==> src/rtl/uart_tx_serializer.sv <==
// uart_tx_serializer: UART transmit serializer; start, LSB-first data, optional parity, 1/2 stops.
// Every bit boundary aligned to baud_tick; all outputs registered. Rev 1.0
`default_nettype none

module uart_tx_serializer #(
  parameter int DATA_BITS = 8
) (
  input  logic                 system_clk,
  input  logic                 reset,
  input  logic                 baud_tick,
  input  logic [DATA_BITS-1:0] tx_data,
  input  logic                 tx_valid,
  output logic                 tx_ready,
  input  logic                 parity_en,
  input  logic                 parity_odd,
  input  logic                 two_stop,
  output logic                 tx_serial,
  output logic                 tx_busy,
  output logic                 tx_done
);

  localparam int               IDX_W    = (DATA_BITS > 1) ? $clog2(DATA_BITS) : 1;
  localparam logic [IDX_W-1:0] LAST_IDX = IDX_W'(DATA_BITS - 1);

  localparam logic [2:0] S_IDLE   = 3'd0;
  localparam logic [2:0] S_SYNC   = 3'd1;
  localparam logic [2:0] S_START  = 3'd2;
  localparam logic [2:0] S_DATA   = 3'd3;
  localparam logic [2:0] S_PARITY = 3'd4;
  localparam logic [2:0] S_STOP   = 3'd5;

  logic [2:0]           state_q, state_d;
  logic [IDX_W-1:0]     idx_q, idx_d;
  logic                 stop_q, stop_d;
  logic [DATA_BITS-1:0] data_q, data_d;
  logic                 par_en_q, par_en_d;
  logic                 par_odd_q, par_odd_d;
  logic                 two_stop_q, two_stop_d;
  logic                 serial_q, serial_d;
  logic                 busy_q, busy_d;
  logic                 done_q, done_d;
  logic                 ready_q, ready_d;
  logic                 accept;

  // ready_q mirrors "in IDLE and out of reset", so it doubles as the handshake qualifier
  assign accept = tx_valid && ready_q;

  always_ff @(posedge system_clk) begin
    if (reset) begin
      state_q    <= S_IDLE;
      idx_q      <= '0;
      stop_q     <= 1'b0;
      data_q     <= '0;
      par_en_q   <= 1'b0;
      par_odd_q  <= 1'b0;
      two_stop_q <= 1'b0;
      serial_q   <= 1'b1;
      busy_q     <= 1'b0;
      done_q     <= 1'b0;
      ready_q    <= 1'b0;
    end else begin
      state_q    <= state_d;
      idx_q      <= idx_d;
      stop_q     <= stop_d;
      data_q     <= data_d;
      par_en_q   <= par_en_d;
      par_odd_q  <= par_odd_d;
      two_stop_q <= two_stop_d;
      serial_q   <= serial_d;
      busy_q     <= busy_d;
      done_q     <= done_d;
      ready_q    <= ready_d;
    end
  end

  always_comb begin
    state_d    = state_q;
    idx_d      = idx_q;
    stop_d     = stop_q;
    data_d     = data_q;
    par_en_d   = par_en_q;
    par_odd_d  = par_odd_q;
    two_stop_d = two_stop_q;
    case (state_q)
      S_IDLE: begin
        if (accept) begin
          state_d    = S_SYNC;
          data_d     = tx_data;
          par_en_d   = parity_en;
          par_odd_d  = parity_odd;
          two_stop_d = two_stop;
          idx_d      = '0;
          stop_d     = 1'b0;
        end
      end
      S_SYNC: if (baud_tick) state_d = S_START;
      S_START: begin
        if (baud_tick) begin
          state_d = S_DATA;
          idx_d   = '0;
        end
      end
      S_DATA: begin
        if (baud_tick) begin
          if (idx_q == LAST_IDX) state_d = par_en_q ? S_PARITY : S_STOP;
          else                   idx_d   = idx_q + 1'b1;
        end
      end
      S_PARITY: if (baud_tick) state_d = S_STOP;
      S_STOP: begin
        if (baud_tick) begin
          if (two_stop_q && !stop_q) begin
            stop_d = 1'b1;
          end else begin
            state_d = S_IDLE;
            stop_d  = 1'b0;
          end
        end
      end
      default: state_d = S_IDLE;
    endcase
  end

  // Outputs are computed from the next state so the registered line changes one cycle after the tick
  always_comb begin
    serial_d = 1'b1;
    busy_d   = (state_d != S_IDLE);
    ready_d  = (state_d == S_IDLE);
    done_d   = (state_q == S_STOP) && (state_d == S_IDLE);
    case (state_d)
      S_START:  serial_d = 1'b0;
      S_DATA:   serial_d = data_q[idx_d];
      S_PARITY: serial_d = (^data_q) ^ par_odd_q;
      default:  serial_d = 1'b1;
    endcase
  end

  assign tx_serial = serial_q;
  assign tx_busy   = busy_q;
  assign tx_done   = done_q;
  assign tx_ready  = ready_q;

endmodule

`default_nettype wire

==> config.mk <==
export PLATFORM = sky130hd
export DESIGN_NAME = uart_tx_serializer
export DESIGN_NICKNAME = d
export VERILOG_FILES = /design/src/rtl/uart_tx_serializer.sv
export SDC_FILE = /design/constraint.sdc
export NUM_CORES = 1
export LEC_CHECK = 0
export ABC_AREA = 1
export CAP_MARGIN = 0
export CORE_MARGIN = 1
export CORE_UTILIZATION = 25
export CTS_CLUSTER_DIAMETER = 30
export DETAILED_ROUTE_END_ITERATION = 8
export PLACE_DENSITY = 0.53
export SLEW_MARGIN = 20
export SYNTH_ARGS = -nofsm -noshare
export SYNTH_HDL_FRONTEND = slang
export SYNTH_SLANG_ARGS = --single-unit
==> constraint.sdc <==
create_clock -name system_clk -period 3.8 [get_ports system_clk]
set_input_delay 0.95 -clock system_clk [delete_from_list [all_inputs] [get_ports system_clk]]
set_output_delay 0.95 -clock system_clk [all_outputs]
set_load 0.1 [all_outputs]
==> results.txt <==
The flow ran to the end, but the final reports show violations. The checks that failed: design-rule violations. The net switching power figure is 212 uW. For this run, the total global-route usage over all layers was measured as 11.3%. After clock tree synthesis, the clock-pin slew on the worst setup and hold paths is 80 ps. The setup clock skew after layout is 5.46 ps. The internal portion of total power is 417 uW. The number of buffers added by the clock tree synthesis step came out at 3.

The clock latency reported for the late side of the worst-skew pair is 260 ps. The utilization after layout came out at 33.1%. In this run the number of cells on the critical path is 1.

The number of cells in the design after placement is 246. The synthesized design contains 22 register bits. The final RePlAce weighted congestion is 0.826. After synthesis, the cell types taking the most area are dfxtp_1, nand2_1, a21oi_1. The number of synthesis warnings came out at 0.

The routed design has 2520 um of wire. The number of nets in the finished design is 215. The width of the die is 71.4 um. The maximum frequency from static timing analysis came out at 370 MHz. Yosys mapped a number of flops with a built-in enable equal to 0. Once detailed placement completed, the half-perimeter wirelength came to 1990 um. The beginning of the critical path is tx_ready. The post-route minimum period came out at 2700 ps. The I/O pin count came out at 19. After global routing the overflow that remains totals 0. The clock network burns 25.9% of the power. The number of DRC violations after detailed-routing iteration 0 came out at 32. The sequential share of power is 43.5%. The share of total power in combinational logic is 30.6%. Traced cell by cell, the critical path runs through clkdlybuf4s50_1.

The initial core utilization is 26.7%. The cell family contributing the most delay on the critical path is buffers and inverters. The max-capacitance violation count came out at 0. The clock tree root driver cell is clkbuf_8.

The core area came out at 4500 um2. The first global-routing pass estimated 4590 um of wire. The average via count per standard cell is 4.40. The total number of vias came out at 1,100. The worst setup path category is register to primary output. The mean post-synth cell area is 6.69 um2. The length in cells of the worst reg-to-reg path came out at 12. Across all register-to-register paths, the minimum setup slack is 2040 ps. The data required time at the worst endpoint came out at 2850 ps.

The number of nets in the synthesized netlist is 196. The leakage power total came out at 0.621 nW. In this run the number of H-tree levels came out at 1. The initial antenna violation count came out at 0. The worst-case vdd ir drop is 0.163 mV. In this run the critical register-to-register path is launched from idx_q[0]. Among all flip-flop cells after synthesis, the most frequent one is dfxtp_1. The worst reg2reg path endpoint is tx_serial.

Total power for the finished layout comes to 629 uW. The count of standard-cell rows came out at 24. The switching fraction of total power came out at 33.7%. The filler-free cell count of the finished design came out at 250. The capture point of the critical path is tx_ready. Setup violations remaining at the end of the flow were counted as 0. The slew at the pin with the worst max-slew slack is 963 ps. The first-pass detailed-route iteration total is 6. The sink count of the clock tree came out at 22. The final sum of negative setup slack is 0 ps. The largest stage delay on the critical path is 1140 ps. Of all cell types, the one taking the most synthesized area is dfxtp_1.

The share of the cycle needed by the critical path after routing came out at 71.1%. The remaining number of nets flagged by the antenna check after routing is 0. Setup repair after global routing left no endpoint under its margin. The post-synthesis instance area is 1200 um2. In this run the biggest area consumer among cell types represents 36.6% of the synthesized area. The number of global-route vias before repair came out at 1,043.

The number of endpoints with negative hold slack in the final report is 0. Of the synthesized area, sequential elements account for 36.6%. Entering global routing, the biggest net connects 25 pins.

The count of buffers added on input and output ports is 18. The number of setup buffers added after CTS is 0. The synthesis-to-layout area growth is 23.9%. The quantity of hold-fixing buffers added after cts is 0. STA classifies the critical path endpoint as a primary output. Synthesis produced 180 cells. Once the clock tree was built, the resizer swapped 0 gates to a different size. The die covers 5100 um2.

The per-cell routed wire length came out at 10.1 um. The path class of the lowest-slack min-delay path is register to register. The die height is 71.4 um. TritonCTS built the clock tree.

The slowest library cell on the worst path is clkdlybuf4s50_1. The share of final-layout standard cells stronger than drive strength 1 came out at 8.59%. The number of antenna cells inserted is 0. The worst pin sits at a relative slew slack of 35.6%. After detailed routing, the number of remaining DRC violations is 1. For this run, asynchronously set or reset flops after synthesis account for 0%. The power density over the cells is 422 nW/um2. The biggest fanout along the worst timing path is 3.

The number of fillers in the final layout is 499. The count of cell types in the netlist came out at 26. The largest buffer count on any clock path is 2. STA classifies the critical path startpoint as a register. The total buffers and inverters traversed by the critical path is 1.

The worst endpoint data arrival time came out at 1750 ps. The final max-slew violation count is 0.
per-stage QoR:
stage,setup WS (ps),hold slack [ps],cell area (um2)
2_1_floorplan,1760,424,1200
3_3_place_gp,1110,458,1440
3_5_place_dp,1070,456,1440
4_1_cts,1080,470,1490
5_1_grt,1050,496,1490
6_report,1100,472,1490
Yosys cell counts (2+ instances only):
cell type / number
a21oi_1: 18
clkbuf_1: 4
dfxtp_1: 22
inv_1: 24
inv_2: 4
nand2_1: 34
nand2_2: 2
nand3_1: 18
nand3b_1: 3
nor2_1: 19
nor3_2: 2
o21ai_0: 13
xnor2_1: 4
state kept, by name (all words and copies together) (netlist names):
signal	count
tx_ready	1
idx_q	3
tx_done	1
par_odd_q	1
par_en_q	1
tx_busy	1
tx_serial	1
two_stop_q	1
data_q	8
state_q	3
stop_q	1
power groups by stage:
stage,clock (mW),combinational (mW),sequential (mW)
after floorplan,0,0.112,0.310
after global placement,0,0.193,0.280
after detailed placement,0,0.194,0.280
after CTS,0.171,0.195,0.274
after global routing,0.178,0.220,0.277
final,0.163,0.193,0.274
kinds of logic (layout without fill, tap and decap cells):
kind of cell	after synthesis	after routing	synth area share, %
AOI/OAI and AO/OA	35	35	16.0
buffers and inverters	33	51	10.4
xor gates and xnor gates	5	5	3.64
adders and majority gates	1	1	1.04
and+or+nand+nor	84	84	32.3
DFF	22	22	36.6
per-layer routing:
layer / part of all wire (%) / track usage (%) / routed length [um]
met5: 0 / 0 / 0
met4: 0.32 / 2.00 / 8
met3: 4.5 / 2.67 / 114
met2: 44 / 19.2 / 1100
met1: 51 / 14.7 / 1290
cell usage in the layout (no fill, tap or decap):
master            n
o21a_1            1
nand3_2           1
buf_4             1
nand2_1          34
nor3_2            2
dfxtp_1          22
a21oi_1          18
nand3b_1          3
nor2_1           19
clkdlybuf4s50_1  18
clkbuf_8          4
ha_1              1
inv_1            24
xnor2_1           4
o21ai_0          13
nand3_1          18
a221oi_1          1
nor2_4            1
nand4_1           1
o21ai_4           1
nor2_2            1
nand2_2           2
nor3_1            1
xor2_1            1
inv_2             4
or2_1             1
o21ai_1           1
area by class of cell:
class                      instances  area (um2)  share of cell area, %
sequential                        22         440                   29.5
inverter                          28         105                   7.05
clock buffer                       4        55.1                   3.69
timing repair buffer              19         188                   12.6
tap                               52        65.1                   4.36
multi-input combinational        125         638                   42.8
worst min-delay path by stage:
stage	start	endpoint	slack, ps	depth (start not counted)
finish	par_en_q	par_en_q	470	2
global placement	par_en_q	par_en_q	460	2
floorplan	par_en_q	par_en_q	420	2
global route	par_en_q	par_en_q	500	2
detailed placement	par_en_q	par_en_q	460	2
CTS	par_en_q	par_en_q	470	2
No activity file was read; power rests on OpenSTA's default activity.
